### src/rtl/countdown_timer.sv
// -----------------------------------------------------------------------------
// countdown_timer
//   Down-counting mm:ss timer. A controller loads a duration, starts, pauses
//   and resumes it. A one-cycle `done` pulse marks expiry at 00:00.
//
// Parameters
//   TICK_DIV : clk cycles per one-second decrement (1..1024, 1 = every cycle)
//
// Ports
//   clk       in   clock, all logic on posedge
//   reset     in   synchronous, active-high
//   load      in   single-cycle request to load load_min:load_sec
//   load_min  in   [5:0] minutes to load (legal 0..59)
//   load_sec  in   [5:0] seconds to load (legal 0..59)
//   start     in   level-sampled start / resume request
//   pause     in   level-sampled pause request
//   minutes   out  [5:0] current minutes
//   seconds   out  [5:0] current seconds
//   running   out  high while counting
//   done      out  one-cycle pulse on reaching 00:00 while counting
//   load_err  out  one-cycle pulse when a load is rejected
// -----------------------------------------------------------------------------
module countdown_timer #(
  parameter int TICK_DIV = 1
) (
  input  logic       clk,
  input  logic       reset,
  input  logic       load,
  input  logic [5:0] load_min,
  input  logic [5:0] load_sec,
  input  logic       start,
  input  logic       pause,
  output logic [5:0] minutes,
  output logic [5:0] seconds,
  output logic       running,
  output logic       done,
  output logic       load_err
);

  localparam logic [1:0] S_IDLE    = 2'd0;
  localparam logic [1:0] S_RUN     = 2'd1;
  localparam logic [1:0] S_PAUSED  = 2'd2;
  localparam logic [1:0] S_EXPIRED = 2'd3;

  // Prescaler needs at least one bit even when TICK_DIV == 1.
  localparam int PW = (TICK_DIV > 1) ? $clog2(TICK_DIV) : 1;
  localparam logic [PW-1:0] PRE_LAST = PW'(TICK_DIV - 1);

  logic [1:0]    state_q, state_d;
  logic [5:0]    minutes_q, minutes_d;
  logic [5:0]    seconds_q, seconds_d;
  logic [PW-1:0] pre_q, pre_d;
  logic          running_q, running_d;
  logic          done_q, done_d;
  logic          load_err_q, load_err_d;

  // Decrement helpers, used only when a tick is taken.
  logic          tick;
  logic [PW-1:0] pre_adv;
  logic [5:0]    dec_min;
  logic [5:0]    dec_sec;
  logic          dec_zero;
  logic          load_ok;
  logic          count_nz;
  logic          advance;

  always_comb begin
    tick     = (pre_q == PRE_LAST);
    pre_adv  = tick ? '0 : pre_q + PW'(1);
    if (seconds_q != 6'd0) begin
      dec_sec = seconds_q - 6'd1;
      dec_min = minutes_q;
    end else begin
      dec_sec = 6'd59;
      dec_min = minutes_q - 6'd1;
    end
    // The only way a decrement lands on 00:00 is from 00:01.
    dec_zero = (minutes_q == 6'd0) && (seconds_q == 6'd1);
    load_ok  = (load_min <= 6'd59) && (load_sec <= 6'd59);
    count_nz = (minutes_q != 6'd0) || (seconds_q != 6'd0);
  end

  always_comb begin
    state_d    = state_q;
    minutes_d  = minutes_q;
    seconds_d  = seconds_q;
    pre_d      = pre_q;
    done_d     = 1'b0;
    load_err_d = 1'b0;
    advance    = 1'b0;

    if (load && (state_q != S_RUN)) begin
      // Any load outside RUN consumes the cycle, legal or not.
      if (load_ok) begin
        minutes_d = load_min;
        seconds_d = load_sec;
        state_d   = S_IDLE;
        pre_d     = '0;
      end else begin
        load_err_d = 1'b1;
      end
    end else if (state_q == S_RUN) begin
      // A load in RUN is transparent; pause freezes counters and prescaler.
      if (pause) begin
        state_d = S_PAUSED;
      end else begin
        advance = 1'b1;
      end
    end else if (start && count_nz &&
                 ((state_q == S_IDLE) || (state_q == S_PAUSED))) begin
      state_d = S_RUN;
      // The resume cycle itself counts toward the partial second that the
      // pause interrupted; a fresh start from IDLE begins a whole second.
      advance = (state_q == S_PAUSED);
    end

    if (advance) begin
      pre_d = pre_adv;
      if (tick) begin
        minutes_d = dec_min;
        seconds_d = dec_sec;
        if (dec_zero) begin
          state_d = S_EXPIRED;
          done_d  = 1'b1;
        end
      end
    end

    running_d = (state_d == S_RUN);
  end

  always_ff @(posedge clk) begin
    if (reset) begin
      state_q    <= S_IDLE;
      minutes_q  <= 6'd0;
      seconds_q  <= 6'd0;
      pre_q      <= '0;
      running_q  <= 1'b0;
      done_q     <= 1'b0;
      load_err_q <= 1'b0;
    end else begin
      state_q    <= state_d;
      minutes_q  <= minutes_d;
      seconds_q  <= seconds_d;
      pre_q      <= pre_d;
      running_q  <= running_d;
      done_q     <= done_d;
      load_err_q <= load_err_d;
    end
  end

  assign minutes  = minutes_q;
  assign seconds  = seconds_q;
  assign running  = running_q;
  assign done     = done_q;
  assign load_err = load_err_q;

  a_range : assert property (@(posedge clk) disable iff (reset)
    (minutes_q <= 6'd59) && (seconds_q <= 6'd59));
  a_done_pulse : assert property (@(posedge clk) disable iff (reset)
    done_q |=> !done_q);
  a_running : assert property (@(posedge clk) disable iff (reset)
    running_q == (state_q == S_RUN));

endmodule

### config.mk
export PLATFORM = sky130hd
export DESIGN_NAME = countdown_timer
export DESIGN_NICKNAME = d
export VERILOG_FILES = /design/src/rtl/countdown_timer.sv
export SDC_FILE = /design/constraint.sdc
export NUM_CORES = 1
export LEC_CHECK = 0
export ABC_CLOCK_PERIOD_IN_PS = 2900
export BUFFER_PORTS_ARGS = -buffer_cell sky130_fd_sc_hd__buf_4
export CORE_UTILIZATION = 54
export DETAILED_ROUTE_END_ITERATION = 6
export PLACE_DENSITY = 0.83
export SYNTH_ARGS = -nofsm -noshare
export SYNTH_HDL_FRONTEND = slang
export SYNTH_SLANG_ARGS = --single-unit
export TNS_END_PERCENT = 5
### constraint.sdc
create_clock -name clk -period 2.9 [get_ports clk]
set_input_delay 0.145 -clock clk [delete_from_list [all_inputs] [get_ports clk]]
set_output_delay 0.145 -clock clk [all_outputs]
set_load 0.02 [all_outputs]
==> results of run 1 <==
## flip-flops by register name, indices dropped and copies added (netlist names)
register  count
load_err      1
done          1
state_q       2
running       1
minutes       6
seconds       6
## cells by family (layout without fill, tap and decap cells)
kind of cell / count (synthesis) / in the layout
AND/OR/NAND/NOR: 68 / 68
AO/OA/AOI/OAI: 32 / 32
flip-flops: 17 / 17
buffers and inverters: 12 / 42
adder cells (fa/ha/maj): 4 / 4
XOR/XNOR: 4 / 4
## area by class of cell
class	count	area, um^2
multi-input combinational	108	712
timing repair buffer	31	233
clock inverter	1	5.00
inverter	7	26.3
clock buffer	3	22.5
tap	25	31.3
sequential	17	340
fill	148	450
## how the worst max path moves through the flow
stage	startpoint	to	slack (ns)	cells past startpoint
after floorplan	minutes[0]	minutes[5]	0.97	6
after global placement	seconds[0]	minutes[2]	0.96	6
after detailed placement	minutes[0]	minutes[5]	0.91	6
after CTS	minutes[0]	minutes[2]	0.88	7
after global routing	minutes[0]	minutes[4]	0.75	7
final	minutes[0]	minutes[4]	0.87	7
## power by group through the flow
stage                     Sequential, mW  Combinational [mW]  Clock (mW)
after detailed placement           0.294               0.272           0
after global placement             0.292               0.268           0
after global routing               0.293               0.301       0.140
after floorplan                    0.311               0.165           0
after CTS                          0.288               0.274       0.133
final                              0.290               0.276       0.132
## metrics by stage
stage	power, mW	setup WS, ns	cells
floorplan	0.476	0.971	137
global placement	0.560	0.958	188
finish	0.697	0.866	192
global route	0.735	0.749	192
CTS	0.695	0.883	192
detailed placement	0.566	0.908	188
## layer usage
metal / track usage (%) / up-vias / part of all wire, %
li1: - / 575 / -
met1: 38.9 / 537 / 44
met2: 44.9 / 51 / 47
met3: 6.54 / 4 / 7.4
met4: 9.71 / 0 / 1.1
met5: 0 / - / 0
## critical path: cells and delay by family (launching register included)
family	cells	cell delay, ns
AOI/OAI and AO/OA	2	0.52
DFF	1	0.35
and+or+nand+nor	3	0.79
buffers and inverters	1	0.09
adders and majority gates	1	0.20
## placed cells by master, fill, tap and decap left out, types with 2 or more instances in the layout
master	n
ha_1	4
clkbuf_4	3
o21ai_0	2
nand3_1	9
nand2_1	18
xnor2_1	3
a22oi_1	2
buf_4	31
dfxtp_1	17
a311oi_1	3
nor3_1	3
inv_1	7
nand4_1	5
a21oi_1	3
nor2_1	14
or3_1	3
o2111ai_1	3
a31oi_1	5
o211ai_1	3
==> results.sh, run 1 <==
export IMPL_place_congestion=0.920
export IMPL_start_util_pct=60.7
export IMPL_synth_area_leaders="dfxtp_1 (31%), nand2_1 (6.1%), nor2_1 (4.8%)"
export IMPL_arrival_ns=2.24
export IMPL_synth_top_area_cell="dfxtp_1"
export IMPL_rsz0062_at_grt="false"
export IMPL_syn_nets=158
export IMPL_placementRows=15
export IMPL_cts_resized=0
export IMPL_die_y_um=47.2
export IMPL_avgSynthCellArea_um2=8.06
export IMPL_area_growth_pct=24.0
export IMPL_grt_first_pass_wirelength_um=4510
export IMPL_seq_area_frac_synth_pct=30.8
export IMPL_wirelength_um=2980
export IMPL_synth_mux_area_share_pct=0
export IMPL_ir_worst_vdd_uv=330
export IMPL_clk_pin_slew_ns=0.11
export IMPL_grt_max_degree=18
export IMPL_async_flop_share_pct=0
export IMPL_layout_nets=189
export IMPL_grt_antenna_before_repair=0
export IMPL_clk_latency_ns=0.29
export IMPL_vias=1167
export IMPL_fin_util_pct=75.3
export IMPL_synth_common_cells="nand2_1 (18), dfxtp_1 (17), nor2_1 (14)"
export IMPL_p_int_mw=0.426
export IMPL_p_sw_share_pct=38.9
export IMPL_period_share_pct=70.1
export IMPL_cap_violations=0
export IMPL_status="finished clean"
export IMPL_synth_adder_area_share_pct=4.53
export IMPL_synthesis_area_um2=1100
export IMPL_drcViolationCount=0
export IMPL_clock_sinks=17
export IMPL_rr_endpoint="minutes[4]"
export IMPL_synth_cell_types=47
export IMPL_clk_path_buf_depth=2
export IMPL_worst_pin_slew_ns=0.523
export IMPL_drtPass1Iterations=4
export IMPL_synth_edff_count=0
export IMPL_seq_power_share_pct=41.5
export IMPL_cts_tree="yes"
export IMPL_cpMaxStageDelayCell="dfxtp_1"
export IMPL_synthSimpleGateAreaFrac_pct=34.2
export IMPL_synth_xor_area_share_pct=3.17
export IMPL_hpwl_um=2210
export IMPL_finalSetupViolCount=0
export IMPL_drt_vias_per_instance=6.08
export IMPL_rrSetupSlack_ns=0.87
export IMPL_hp_class="primary input to register"
export IMPL_reg2reg_from="minutes[0]"
export IMPL_power_density_nw_per_um2=509
export IMPL_first_global_vias=1023
export IMPL_synth_top_area_share_pct=30.8
export IMPL_grt_usage_pct=28.8
export IMPL_setup_tns_ns=0
export IMPL_slowest_delay_ns=0.35
export IMPL_synth_compound_area_share_pct=22.5
export IMPL_p_leak_nw=0.562
export IMPL_finalInstanceArea_um2=1370
export IMPL_antenna_cells=0
export IMPL_yosysMostFrequentCell="nand2_1"
export IMPL_crit_path_cell_trace="inv_1 > ha_1 > nor3b_1 > a41oi_2 > nor2_4 > nand2_1 > a311oi_1"
export IMPL_post_cts_setup_buffers=0
export IMPL_antenna_left=0
export IMPL_hold_viol=0
export IMPL_reg2regPathDepth=7
export IMPL_min_to="seconds[1]"
export IMPL_whs_path_depth=3
export IMPL_crit_type="register to register"
export IMPL_portBuffers=31
export IMPL_drv_slew=0
export IMPL_fp_dieW_um=47.2
export IMPL_critPathLaunchType="register"
export IMPL_pwr_share_clk_pct=18.9
export IMPL_place_area_um2=1340
export IMPL_dieArea_um2=2230
export IMPL_crit_fanout=9
export IMPL_yosysWarningCount=0
export IMPL_core_area_um2=1820
export IMPL_fmax_mhz=492
export IMPL_skew_ns=0.00154
export IMPL_holdBufCountCts=0
export IMPL_syn_inst=137
export IMPL_numCtsBuffers=3
export IMPL_layout_drive_gt1_share_pct=25.7
export IMPL_cts_htree_levels=1
export IMPL_io_pins=32
export IMPL_routedWlPerCell_um=15.5
export IMPL_p_switching_mw=0.271
export IMPL_worstHoldStart="load_sec[1]"
export IMPL_synth_flop_cell="dfxtp_1"
export IMPL_detail_route_iter0_violations=47
export IMPL_ctsRootBufferMaster="clkbuf_4"
export IMPL_slew_headroom_pct=65.2
export IMPL_synth_seq_cells=17
export IMPL_holdWs_ns=0.0934
export IMPL_overflow=0
export IMPL_period_needed_ns=2.03
export IMPL_p_comb_share_pct=39.6
export IMPL_cp_required_ns=3.10
export IMPL_synth_top_family_by_area="simple AND/OR/NAND/NOR gates"
export IMPL_worst_setup_path_end_kind="register"
No activity file was read; power rests on OpenSTA's default activity.
==> run 2: changes to the inputs <==
--- a/config.mk
+++ b/config.mk
@@ -5,11 +5,11 @@
 export SDC_FILE = /design/constraint.sdc
 export NUM_CORES = 1
 export LEC_CHECK = 0
-export ABC_CLOCK_PERIOD_IN_PS = 2900
+export ABC_CLOCK_PERIOD_IN_PS = 1900
 export BUFFER_PORTS_ARGS = -buffer_cell sky130_fd_sc_hd__buf_4
-export CORE_UTILIZATION = 54
+export CORE_UTILIZATION = 51
 export DETAILED_ROUTE_END_ITERATION = 6
-export PLACE_DENSITY = 0.83
+export PLACE_DENSITY = 0.79
 export SYNTH_ARGS = -nofsm -noshare
 export SYNTH_HDL_FRONTEND = slang
 export SYNTH_SLANG_ARGS = --single-unit
==> constraint.sdc (replaced) <==
create_clock -name clk -period 1.9 [get_ports clk]
set_input_delay 0.095 -clock clk [delete_from_list [all_inputs] [get_ports clk]]
set_output_delay 0.095 -clock clk [all_outputs]
set_load 0.02 [all_outputs]
==> run 2 against run 1 <==
Sequential share of layout area decreased by 2.2 points. Via count rose by 7.3%. Non-clock buffer count rose by 12. Largest power group is now combinational cells. Die area up 5.6%. Cell count is 7.3% higher. Clock skew is 0.0021 ns higher. Power up 63%. Sequential power increased by 49%. Design area up 9.8%. Wire length is 7.2% higher.
==> results.sh, run 2 (same netlist as run 1, synthesis figures left out) <==
export IMPL_cts_tree="yes"
export IMPL_hpwl_um=2330
export IMPL_final_cell_mix="buf_4 (42), nand2_1 (18), dfxtp_1 (17)"
export IMPL_rr_endpoint="minutes[5]"
export IMPL_drv_slew=0
export IMPL_routedWlPerCell_um=15.5
export IMPL_crit_fanout=6
export IMPL_first_global_vias=1185
export IMPL_reg2reg_from="minutes[0]"
export IMPL_period_share_pct=95.6
export IMPL_period_needed_ns=1.82
export IMPL_placementRows=16
export IMPL_whs_path_depth=3
export IMPL_io_pins=32
export IMPL_cap_violations=0
export IMPL_dieArea_um2=2360
export IMPL_dp_cells=200
export IMPL_cts_htree_levels=1
export IMPL_layout_nets=201
export IMPL_finalSetupViolCount=0
export IMPL_antenna_cells=0
export IMPL_place_congestion=0.899
export IMPL_area_growth_pct=36.1
export IMPL_rrSetupSlack_ns=0.08
export IMPL_worst_pin_slew_ns=0.488
export IMPL_grt_first_pass_wirelength_um=5470
export IMPL_min_to="seconds[1]"
export IMPL_numCtsBuffers=3
export IMPL_worst_path_stages=6
export IMPL_holdWs_ns=0.0423
export IMPL_worst_setup_path_end_kind="register"
export IMPL_layout_drive_gt1_share_pct=33.5
export IMPL_portBuffers=31
export IMPL_worst_path_buf_inv=1
export IMPL_drtPass1Iterations=4
export IMPL_cp_required_ns=2.09
export IMPL_clock_sinks=17
export IMPL_worstHoldStart="load_sec[1]"
export IMPL_place_area_um2=1440
export IMPL_power_density_nw_per_um2=754
export IMPL_reg2regPathDepth=6
export IMPL_drt_vias_per_instance=6.08
export IMPL_nFillCells=155
export IMPL_arrival_ns=2.01
export IMPL_fp_dieW_um=48.5
export IMPL_p_leak_nw=0.629
export IMPL_ctsRootBufferMaster="clkbuf_4"
export IMPL_start_util_pct=55.2
export IMPL_skew_ns=0.00360
export IMPL_cpMaxStageDelayCell="or3b_4"
export IMPL_grt_antenna_before_repair=0
export IMPL_detail_route_iter0_violations=48
export IMPL_wirelength_um=3190
export IMPL_finalInstanceArea_um2=1500
export IMPL_status="finished clean"
export IMPL_slew_headroom_pct=67.1
export IMPL_core_area_um2=2000
export IMPL_hp_class="primary input to register"
export IMPL_drcViolationCount=0
export IMPL_final_cells=206
export IMPL_hold_viol=0
export IMPL_clk_pin_slew_ns=0.11
export IMPL_cp_top_family="simple AND/OR/NAND/NOR gates"
export IMPL_overflow=0
export IMPL_slowest_delay_ns=0.41
export IMPL_clk_latency_ns=0.29
export IMPL_grt_max_degree=18
export IMPL_grt_usage_pct=29.2
export IMPL_antenna_left=0
export IMPL_crit_path_cell_trace="inv_1 > ha_2 > or3b_4 > o2111ai_2 > nand3_2 > o221a_1"
export IMPL_vias=1252
export IMPL_fmax_mhz=550
export IMPL_crit_type="register to register"
export IMPL_layout_commonest_cell="buf_4"
export IMPL_die_y_um=48.5
export IMPL_clk_path_buf_depth=2
export IMPL_critPathLaunchType="register"
export IMPL_ir_worst_vdd_uv=525
## run 2: repair_timing
action | in CTS | in global routing
setup buffers | 2 | 0
hold buffers | 0 | 0
pin swaps | 1 | 2
endpoints found under the setup margin | 6 | 12
resized for setup | 1 | 4
## run 2: per-stage QoR
stage / utilization (%) / power (mW) / TNS [ns] / setup slack [ns]
finish: 75.1 / 1.13 / 0 / 0.0832
global route: 75.1 / 1.21 / -0.00124 / -0.00124
CTS: 74.4 / 1.12 / -0.0148 / -0.00897
detailed placement: 72.1 / 0.916 / 0 / 0.0119
floorplan: - / 0.731 / 0 / 0.0296
global placement: 72.1 / 0.904 / 0 / 0.0533
## run 2: worst max path at each step
stage | startpoint | to | slack (ns)
3_5_place_dp | minutes[0] | minutes[5] | 0.01
3_3_place_gp | minutes[0] | minutes[5] | 0.05
2_1_floorplan | minutes[0] | minutes[5] | 0.03
5_1_grt | minutes[0] | minutes[5] | -0.001
4_1_cts | minutes[0] | minutes[5] | -0.009
6_report | minutes[0] | minutes[5] | 0.08
## run 2: metal layers
layer / GRT usage [%] / routed length [um] / vias to the layer above
met1: 36.7 / 1360 / 590
met4: 9.80 / 17 / 0
met2: 50.9 / 1580 / 58
met5: 0 / 0 / -
li1: - / - / 600
met3: 4.40 / 232 / 4
## run 2: tightest hold or removal path: cells and delay by family
| kind | cells | cell delay (ns) |
|---|---|---|
| buffers and inverters | 1 | 0.07 |
| AOI/OAI and AO/OA | 1 | 0.08 |
| and+or+nand+nor | 1 | 0.05 |
## run 2: cell type report
type,instances,area (um^2),area share [%]
Inverter,7,26.3,1.75
Multi-Input combinational cell,108,742,49.3
Timing Repair Buffer,43,335,22.3
Sequential cell,17,340,22.6
Clock buffer,4,26.3,1.75
Tap cell,27,33.8,2.25
## run 2: power by group
part | switching, mW | internal, mW
Combinational | 0.272 | 0.230
Sequential | 0.0405 | 0.390
Clock | 0.120 | 0.0816
Total | 0.433 | 0.702
==> run 3: changes to the inputs <==
--- a/config.mk
+++ b/config.mk
@@ -5,11 +5,11 @@
 export SDC_FILE = /design/constraint.sdc
 export NUM_CORES = 1
 export LEC_CHECK = 0
-export ABC_CLOCK_PERIOD_IN_PS = 1900
+export ABC_CLOCK_PERIOD_IN_PS = 2300
 export BUFFER_PORTS_ARGS = -buffer_cell sky130_fd_sc_hd__buf_4
-export CORE_UTILIZATION = 51
+export CORE_UTILIZATION = 54
 export DETAILED_ROUTE_END_ITERATION = 6
-export PLACE_DENSITY = 0.79
+export PLACE_DENSITY = 0.83
 export SYNTH_ARGS = -nofsm -noshare
 export SYNTH_HDL_FRONTEND = slang
 export SYNTH_SLANG_ARGS = --single-unit
==> constraint.sdc (replaced) <==
create_clock -name clk -period 2.3 [get_ports clk]
set_input_delay 0.115 -clock clk [delete_from_list [all_inputs] [get_ports clk]]
set_output_delay 0.115 -clock clk [all_outputs]
set_load 0.02 [all_outputs]
==> run 3 against run 2 <==
Flip-flop and latch count is the same. Register-to-register slack gained 0.19 ns. Design area shrank 8.5%. First-iteration DRC count shrank 17%. Cell count shrank 6.3%. Critical path type unchanged. Largest power group is now registers.
==> results.sh, run 3 (same netlist as run 1, synthesis figures left out) <==
export IMPL_cts_tree="yes"
export IMPL_slew_headroom_pct=66.2
export IMPL_grt_usage_pct=29.4
export IMPL_antenna_left=0
export IMPL_post_cts_setup_buffers=0
export IMPL_critPathLaunchType="register"
export IMPL_skew_ns=0.00183
export IMPL_clock_sinks=17
export IMPL_core_area_um2=1820
export IMPL_hp_class="primary input to register"
export IMPL_place_congestion=0.929
export IMPL_rrSetupSlack_ns=0.28
export IMPL_layout_nets=190
export IMPL_p_switching_mw=0.337
export IMPL_clk_pin_slew_ns=0.10
export IMPL_vias=1169
export IMPL_layout_commonest_cell="buf_4"
export IMPL_rsz0062_at_grt="false"
export IMPL_portBuffers=31
export IMPL_p_leak_nw=0.564
export IMPL_p_int_mw=0.545
export IMPL_first_global_vias=993
export IMPL_hpwl_um=2160
export IMPL_worst_slack_ns=0.277
export IMPL_numCtsBuffers=3
export IMPL_arrival_ns=2.22
export IMPL_drcViolationCount=0
export IMPL_clk_latency_ns=0.30
export IMPL_drv_slew=0
export IMPL_grt_antenna_before_repair=0
export IMPL_fp_dieW_um=47.2
export IMPL_drtPass1Iterations=4
export IMPL_nFillCells=152
export IMPL_start_util_pct=60.7
export IMPL_io_pins=32
export IMPL_hold_viol=0
export IMPL_pwr_share_clk_pct=18.7
export IMPL_final_cell_mix="buf_4 (32), nand2_1 (18), dfxtp_1 (17)"
export IMPL_drt_vias_per_instance=6.06
export IMPL_crit_type="register to register"
export IMPL_area_growth_pct=24.6
export IMPL_p_comb_share_pct=40.0
export IMPL_ir_worst_vdd_uv=393
export IMPL_grt_first_pass_wirelength_um=4490
export IMPL_worst_setup_path_end_kind="register"
export IMPL_period_share_pct=87.9
export IMPL_cap_violations=0
export IMPL_seq_power_share_pct=41.3
export IMPL_power_density_nw_per_um2=641
export IMPL_period_needed_ns=2.02
export IMPL_cp_required_ns=2.50
export IMPL_layout_drive_gt1_share_pct=25.6
export IMPL_place_ws_ns=0.316
export IMPL_placementRows=15
export IMPL_crit_fanout=9
export IMPL_grt_max_degree=18
export IMPL_multi_input_area_um2=712
export IMPL_setup_tns_ns=0
export IMPL_finalSetupViolCount=0
export IMPL_cts_resized=0
export IMPL_dieArea_um2=2230
export IMPL_holdBufCountCts=0
export IMPL_antenna_cells=0
export IMPL_worst_pin_slew_ns=0.500
export IMPL_cts_htree_levels=1
export IMPL_p_sw_share_pct=38.2
export IMPL_clk_path_buf_depth=2
export IMPL_detail_route_iter0_violations=40
export IMPL_ctsRootBufferMaster="clkbuf_4"
export IMPL_die_y_um=47.2
export IMPL_overflow=0
export IMPL_fmax_mhz=494
export IMPL_routedWlPerCell_um=15.0
export IMPL_status="finished clean"
export IMPL_wirelength_um=2890
export IMPL_seq_area_um2=340
## run 3: power groups by stage
stage	sequential, mW	clock, mW	combinational, mW
after floorplan	0.393	0	0.207
after global placement	0.368	0	0.344
after detailed placement	0.370	0	0.349
after CTS	0.363	0.171	0.351
after global routing	0.368	0.182	0.385
final	0.364	0.165	0.353
## run 3: worst max-delay path, stage by stage (launching register included)
cell and delay [ns]:
dfxtp_1 0.34, inv_1 0.09, ha_1 0.20, nor3b_1 0.34
a41oi_2 0.21, nor2_4 0.25, nand2_1 0.17, a311oi_1 0.30
## run 3: final timing paths
path,startpoint,endpoint,cells after the start
worst min-delay path,load_sec[1],seconds[1],3
worst min register to register,minutes[1],minutes[1],2
worst max-delay path,minutes[0],minutes[2],7
worst max register to register,minutes[0],minutes[2],7
## run 3: through the flow
step           std cells  hold WS, ns  power (mW)  utilization, %  area, um^2
4_1_cts              193       0.0471       0.885            75.6        1380
3_5_place_dp         189        0.362       0.719            74.2        1350
2_1_floorplan        137        0.241       0.600               -        1100
3_3_place_gp         189        0.374       0.712            74.2        1350
6_report             193       0.0575       0.882            75.6        1380
5_1_grt              193       0.0728       0.935            75.6        1380
## run 3: cell type report
| type | count | area share, % |
|---|---|---|
| Tap cell | 25 | 2.27 |
| Sequential cell | 17 | 24.7 |
| Timing Repair Buffer | 32 | 17.5 |
| Inverter | 7 | 1.91 |
| Clock buffer | 4 | 1.91 |
| Multi-Input combinational cell | 108 | 51.7 |
## run 3: metal layers
layer	up-vias	global-route usage, %	wire length, um
li1	575	-	-
met1	540	37.6	1300
met2	48	47.1	1380
met3	6	6.15	157
met4	0	13.1	55
met5	-	0	0
